--- src/rtl/lerp_arbiter_if.sv ---
// Requester, shared-lerp and result-stage signals of lerp_arbiter.
// The master side drives requests and the lerp result; the slave side is the arbiter.
interface lerp_arbiter_if #(
    parameter int NUM_REQ         = 4,
    parameter int INPUT_BITS      = 16,
    parameter int RATIO_FRAC_BITS = 8,
    parameter int ID_BITS         = $clog2(NUM_REQ)
);
    logic [NUM_REQ-1:0]                 req_valid;
    logic [NUM_REQ-1:0]                 req_ready;
    logic [NUM_REQ*INPUT_BITS-1:0]      req_a;
    logic [NUM_REQ*INPUT_BITS-1:0]      req_b;
    logic [NUM_REQ*RATIO_FRAC_BITS-1:0] req_ratio;

    logic [INPUT_BITS-1:0]              lerp_a;
    logic [INPUT_BITS-1:0]              lerp_b;
    logic [RATIO_FRAC_BITS-1:0]         lerp_ratio;
    logic [INPUT_BITS-1:0]              lerp_out;

    logic                               res_valid;
    logic                               res_ready;
    logic [INPUT_BITS-1:0]              res_data;
    logic [ID_BITS-1:0]                 res_id;

    modport master (
        output req_valid, req_a, req_b, req_ratio, lerp_out, res_ready,
        input  req_ready, lerp_a, lerp_b, lerp_ratio, res_valid, res_data, res_id
    );

    modport slave (
        input  req_valid, req_a, req_b, req_ratio, lerp_out, res_ready,
        output req_ready, lerp_a, lerp_b, lerp_ratio, res_valid, res_data, res_id
    );
endinterface

--- src/rtl/lerp_arbiter.sv ---
// Work-conserving round-robin share of one combinational lerp between NUM_REQ
// requesters, with a one-entry registered result stage that supports backpressure.
module lerp_arbiter #(
    parameter int NUM_REQ         = 4,
    parameter int INPUT_BITS      = 16,
    parameter int RATIO_FRAC_BITS = 8,
    parameter int ID_BITS         = $clog2(NUM_REQ)
) (
    input logic           clk,
    input logic           reset,
    lerp_arbiter_if.slave bus
);
    localparam int                 CAND_W    = ID_BITS + 1;
    localparam logic [CAND_W-1:0]  NUM_REQ_C = CAND_W'(NUM_REQ);
    localparam logic [ID_BITS-1:0] LAST_ID   = ID_BITS'(NUM_REQ - 1);

    logic [INPUT_BITS-1:0]      a_arr     [NUM_REQ];
    logic [INPUT_BITS-1:0]      b_arr     [NUM_REQ];
    logic [RATIO_FRAC_BITS-1:0] ratio_arr [NUM_REQ];

    logic [ID_BITS-1:0]    rr_ptr;
    logic [ID_BITS-1:0]    grant_idx;
    logic [CAND_W-1:0]     cand;
    logic                  grant_found;
    logic                  issue_en;
    logic                  handshake;

    logic                  res_valid;
    logic [INPUT_BITS-1:0] res_data;
    logic [ID_BITS-1:0]    res_id;

    for (genvar g = 0; g < NUM_REQ; g++) begin : g_unpack
        assign a_arr[g]     = bus.req_a[g*INPUT_BITS +: INPUT_BITS];
        assign b_arr[g]     = bus.req_b[g*INPUT_BITS +: INPUT_BITS];
        assign ratio_arr[g] = bus.req_ratio[g*RATIO_FRAC_BITS +: RATIO_FRAC_BITS];
    end

    // Search from rr_ptr upward; the candidate is one bit wider so the wrap
    // subtraction keeps it inside 0..NUM_REQ-1 even when NUM_REQ is not 2^n.
    always_comb begin
        // NOTE: every always_comb output gets a default first so no path leaves it unassigned (no latch).
        grant_found = 1'b0;
        grant_idx   = rr_ptr;
        cand        = '0;
        for (int k = 0; k < NUM_REQ; k++) begin
            cand = {1'b0, rr_ptr} + CAND_W'(k);
            if (cand >= NUM_REQ_C) begin
                cand = cand - NUM_REQ_C;
            end
            if (!grant_found && bus.req_valid[cand[ID_BITS-1:0]]) begin
                grant_found = 1'b1;
                grant_idx   = cand[ID_BITS-1:0];
            end
        end
    end

    assign issue_en  = !res_valid || bus.res_ready;
    assign handshake = grant_found && issue_en && !reset;

    always_comb begin
        bus.req_ready = '0;
        if (handshake) begin
            bus.req_ready[grant_idx] = 1'b1;
        end
    end

    // With no grant grant_idx rests on rr_ptr, so the lerp inputs are never X.
    assign bus.lerp_a     = a_arr[grant_idx];
    assign bus.lerp_b     = b_arr[grant_idx];
    assign bus.lerp_ratio = ratio_arr[grant_idx];

    // NOTE: sequential state uses non-blocking assignments so every flop samples pre-edge values.
    always_ff @(posedge clk) begin
        if (reset) begin
            // NOTE: the result payload is reset as well so res_data/res_id read 0 after reset, not X.
            res_valid <= 1'b0;
            res_data  <= '0;
            res_id    <= '0;
            rr_ptr    <= '0;
        end else if (handshake) begin
            res_valid <= 1'b1;
            res_data  <= bus.lerp_out;
            res_id    <= grant_idx;
            rr_ptr    <= (grant_idx == LAST_ID) ? '0 : grant_idx + 1'b1;
        end else if (res_valid && bus.res_ready) begin
            res_valid <= 1'b0;
        end
    end

    assign bus.res_valid = res_valid;
    assign bus.res_data  = res_data;
    assign bus.res_id    = res_id;
endmodule

--- src/flat_wrapper.sv ---
// flat-port wrapper written by rule: the top's interface ports become plain ports
module lerp_arbiter_flat 
#(
    parameter int NUM_REQ         = 4,
    parameter int INPUT_BITS      = 16,
    parameter int RATIO_FRAC_BITS = 8,
    parameter int ID_BITS         = $clog2(NUM_REQ)
)
  (clk, reset, bus_req_valid, bus_req_a, bus_req_b, bus_req_ratio, bus_lerp_out, bus_res_ready, bus_req_ready, bus_lerp_a, bus_lerp_b, bus_lerp_ratio, bus_res_valid, bus_res_data, bus_res_id);
  lerp_arbiter_if #(.NUM_REQ(NUM_REQ), .INPUT_BITS(INPUT_BITS), .RATIO_FRAC_BITS(RATIO_FRAC_BITS), .ID_BITS(ID_BITS)) bus_i ();
  input logic clk;
  input logic reset;
  input wire logic [$bits(bus_i.req_valid)-1:0] bus_req_valid;
  input wire logic [$bits(bus_i.req_a)-1:0] bus_req_a;
  input wire logic [$bits(bus_i.req_b)-1:0] bus_req_b;
  input wire logic [$bits(bus_i.req_ratio)-1:0] bus_req_ratio;
  input wire logic [$bits(bus_i.lerp_out)-1:0] bus_lerp_out;
  input wire logic [$bits(bus_i.res_ready)-1:0] bus_res_ready;
  output wire logic [$bits(bus_i.req_ready)-1:0] bus_req_ready;
  output wire logic [$bits(bus_i.lerp_a)-1:0] bus_lerp_a;
  output wire logic [$bits(bus_i.lerp_b)-1:0] bus_lerp_b;
  output wire logic [$bits(bus_i.lerp_ratio)-1:0] bus_lerp_ratio;
  output wire logic [$bits(bus_i.res_valid)-1:0] bus_res_valid;
  output wire logic [$bits(bus_i.res_data)-1:0] bus_res_data;
  output wire logic [$bits(bus_i.res_id)-1:0] bus_res_id;
  assign bus_i.req_valid = bus_req_valid;
  assign bus_i.req_a = bus_req_a;
  assign bus_i.req_b = bus_req_b;
  assign bus_i.req_ratio = bus_req_ratio;
  assign bus_i.lerp_out = bus_lerp_out;
  assign bus_i.res_ready = bus_res_ready;
  assign bus_req_ready = bus_i.req_ready;
  assign bus_lerp_a = bus_i.lerp_a;
  assign bus_lerp_b = bus_i.lerp_b;
  assign bus_lerp_ratio = bus_i.lerp_ratio;
  assign bus_res_valid = bus_i.res_valid;
  assign bus_res_data = bus_i.res_data;
  assign bus_res_id = bus_i.res_id;
  lerp_arbiter #(.NUM_REQ(NUM_REQ), .INPUT_BITS(INPUT_BITS), .RATIO_FRAC_BITS(RATIO_FRAC_BITS), .ID_BITS(ID_BITS)) u_core (.clk(clk), .reset(reset), .bus(bus_i));
endmodule
--- config.mk ---
export PLATFORM = sky130hd
export DESIGN_NAME = lerp_arbiter_flat
export DESIGN_NICKNAME = d
export VERILOG_FILES = /design/src/rtl/lerp_arbiter_if.sv /design/src/rtl/lerp_arbiter.sv /design/src/flat_wrapper.sv
export SDC_FILE = /design/constraint.sdc
export NUM_CORES = 1
export LEC_CHECK = 0
export BUFFER_PORTS_ARGS = -buffer_cell sky130_fd_sc_hd__buf_4
export CAP_MARGIN = 0
export CORE_AREA = 2 2 96 98
export DETAILED_ROUTE_END_ITERATION = 7
export DIE_AREA = 0 0 98 100
export PLACE_DENSITY = 0.63
export SYNTH_ARGS = -nofsm -noshare
export SYNTH_HDL_FRONTEND = slang
export SYNTH_SLANG_ARGS = --single-unit
--- constraint.sdc ---
create_clock -name clk -period 1.95 [get_ports clk]
set_input_delay 0.0975 -clock clk [delete_from_list [all_inputs] [get_ports clk]]
set_output_delay 0.0975 -clock clk [all_outputs]
set_load 0.01 [all_outputs]
==> results.ini <==
[timing]
finalSetupTns_ps=-5390
worst_slew_pin_slew_ps=905
period_share_pct=109
finalClockSkew_ps=1.60
finalCriticalPeriod_ps=2130
rsz0062_at_grt=yes
setup_viol=42
relSlewSlack_pct=39.1
fmax_mhz=468
finalMaxSlewViolations=0
hold_violations=0
fin_ws_ps=-185
whs_ps=36.3

[global_route]
use_met3_pct=2.72
grt_util_met1_pct=21.7
grt_pass1_wl_microns=13800
grt-busiest-layer=met2
grt_max_degree=30
antenna_found_initial=0
track_usage_pct=17.2
grt_pass1_vias=2720
met2_usage_pct=30.6
grt_overflow_total=0

[placement]
dp.cells=589
hpwl_microns=7140
gp_congestion=0.785
post-place-ws_ps=-7.44
io_buffer_count=245

[cts]
cts_made_buffers=3
cts_tree=done
cts-htree-levels=1
clk_pin_slew_worst_paths_ps=70
cts-root-buf=clkbuf_8
cts_max_path_buffers=2
insertion_delay_ps=250
clock-sinks=21

[synth]
ys_seq_elements=21
syn-num-nets=424
syn_inst=241
synth_top_area_cell=mux2i_1
ys_top_cells_by_area=mux2i_1 54%, dfxtp_1 19%, nand2b_1 6.1%
ys_warn_count=0
seq_area_frac_synth_pct=18.8
synth.top_cell.area_share_pct=54.1
ys_types=27
synth.avg_cell_area_sq_um=9.29
synth_area_sq_um=2240

[worst_setup_path]
cpMostUsedCell=buf_12
worstSetupStartpointType=flip-flop
crit_start=u_core.rr_ptr[0]
critPathMaxStageDelay_ps=370
worstPathCellList=nor2b_2, a21o_1, a211oi_4, buf_12, buf_12, buf_16, mux2i_2, mux2i_1, buf_4
endpoint=bus_lerp_b[6]
reg2reg_depth=9
crit_path_end_kind=primary output
critPathKind=flip-flop to primary output
cp.depth=9
critical_path_arrival_ps=2040
slowest_stage=dfxtp_4
cp_max_fo=11
cp.required_ps=1850
r2r-start=u_core.rr_ptr[0]
r2r_setup_slack_ps=110
critPathBufInv=4
timing.rr.end=u_core.rr_ptr[1]
crit_family=buffers and inverters

[die]
die_y_microns=100
start_util_pct=25.2
die_w_microns=98
die-area_sq_um=9800
core_region_area_sq_um=8890
rows=35
num_io_pins=246

[flow_run]
cap_violations=0

[final_layout]
area_delta_synth_final_pct=107
mostFrequentLayoutCells=254 x buf_4, 114 x mux2i_1, 22 x nand2b_1
nets=684
finalNonFillerCells=611
final_common_cell=buf_4
drive_above_1_share_pct=59.0
diodes=0

[power]
p_total_mw=2.64
peakVddDrop_mv=0.403
cellLeakagePower_nw=2.36
power.density_nw_per_um2=570

[drt]
vias=2788
first_pass_iters=4
drc=0
routed_via_density=4.56
wire_per_inst_microns=15.5
drt_iter0_markers=32
ant_nets=0
wl_microns=9470

[outcome]
status=finished, violations left
violations=setup timing

[hold_path]
hp-class=primary input to flip-flop
worstHoldStart=bus_lerp_out[9]

-- worst reg2reg max path, stage by stage (launching register included) --
cell	delay [ps]
dfxtp_4	360
buf_4	140
a211oi_4	240
a211oi_4	80
buf_12	150
buf_4	160
clkbuf_16	160
buf_4	140
xnor2_1	130
a211oi_2	210
-- sequential cells by signal, indices dropped and copies added (netlist names) --
register	count
u_core.bus.res_valid	1
u_core.bus.res_data	16
u_core.bus.res_id	2
u_core.rr_ptr	2
-- cells by family after synthesis --
family,synth area share [%]
AOI/OAI and AO/OA,6.82
xor gates and xnor gates,0.391
buffers and inverters,7.38
DFF,18.8
muxes,54.1
and+or+nand+nor,12.5
-- worst min-delay path by stage --
stage | to | slack (ps) | cells after the start
final | u_core.bus.res_data[9] | 40 | 3
after global routing | u_core.bus.res_data[10] | 50 | 3
after CTS | u_core.bus.res_data[9] | 30 | 3
after detailed placement | u_core.bus.res_data[9] | 300 | 3
after global placement | u_core.bus.res_data[4] | 290 | 3
after floorplan | u_core.bus.res_data[0] | 210 | 2
-- where the power goes --
group | leakage (nW) | switching [mW] | total, mW | internal (mW)
Clock | 0.0228 | 0.128 | 0.273 | 0.145
Combinational | 2.16 | 0.748 | 1.86 | 1.12
Sequential | 0.175 | 0.0282 | 0.499 | 0.471
Total | 2.36 | 0.905 | 2.64 | 1.73
-- routing by layer --
layer,up-vias,wire (microns)
met5,-,0
met4,0,133
met3,10,566
met2,105,4940
met1,1279,3820
li1,1394,-
-- metrics by stage --
stage	cell area, sq um	utilization [%]
floorplan	2240	-
detailed placement	4200	47.2
CTS	4540	51.1
global placement	4200	47.2
global route	4620	52.0
finish	4620	52.0
-- timing repair --
action                                 CTS  global route
gates resized for setup                 22            19
setup buffers                           12             2
gates cloned                             4             2
hold buffers                             0             0
endpoints found under the hold margin    0             0
setup endpoints to repair               45            44
pin swaps                                1             2
-- area by class of cell --
type / instances / area [sq um]
Multi-Input combinational cell: 201 / 1740
Fill cell: 850 / 4270
Timing Repair Buffer: 273 / 2270
Clock buffer: 4 / 45.0
Inverter: 1 / 3.75
Sequential cell: 21 / 424
Tap cell: 111 / 139
-- synth_stat cells --
cell type / instances
a211oi_1: 1
a211oi_2: 1
a211oi_4: 1
a21o_1: 1
a21oi_1: 4
and3_1: 1
buf_12: 3
buf_2: 6
buf_4: 1
buf_6: 1
buf_8: 1
clkbuf_1: 4
clkbuf_4: 3
dfxtp_1: 21
inv_2: 1
mux2i_1: 121
nand2_1: 19
nand2b_1: 22
nand3b_1: 1
nand4b_1: 1
nor2_1: 4
nor2b_1: 1
nor3b_1: 2
nor4_1: 1
o21ai_0: 17
or3_1: 1
xnor2_1: 1
No activity file was read; power rests on OpenSTA's default activity.
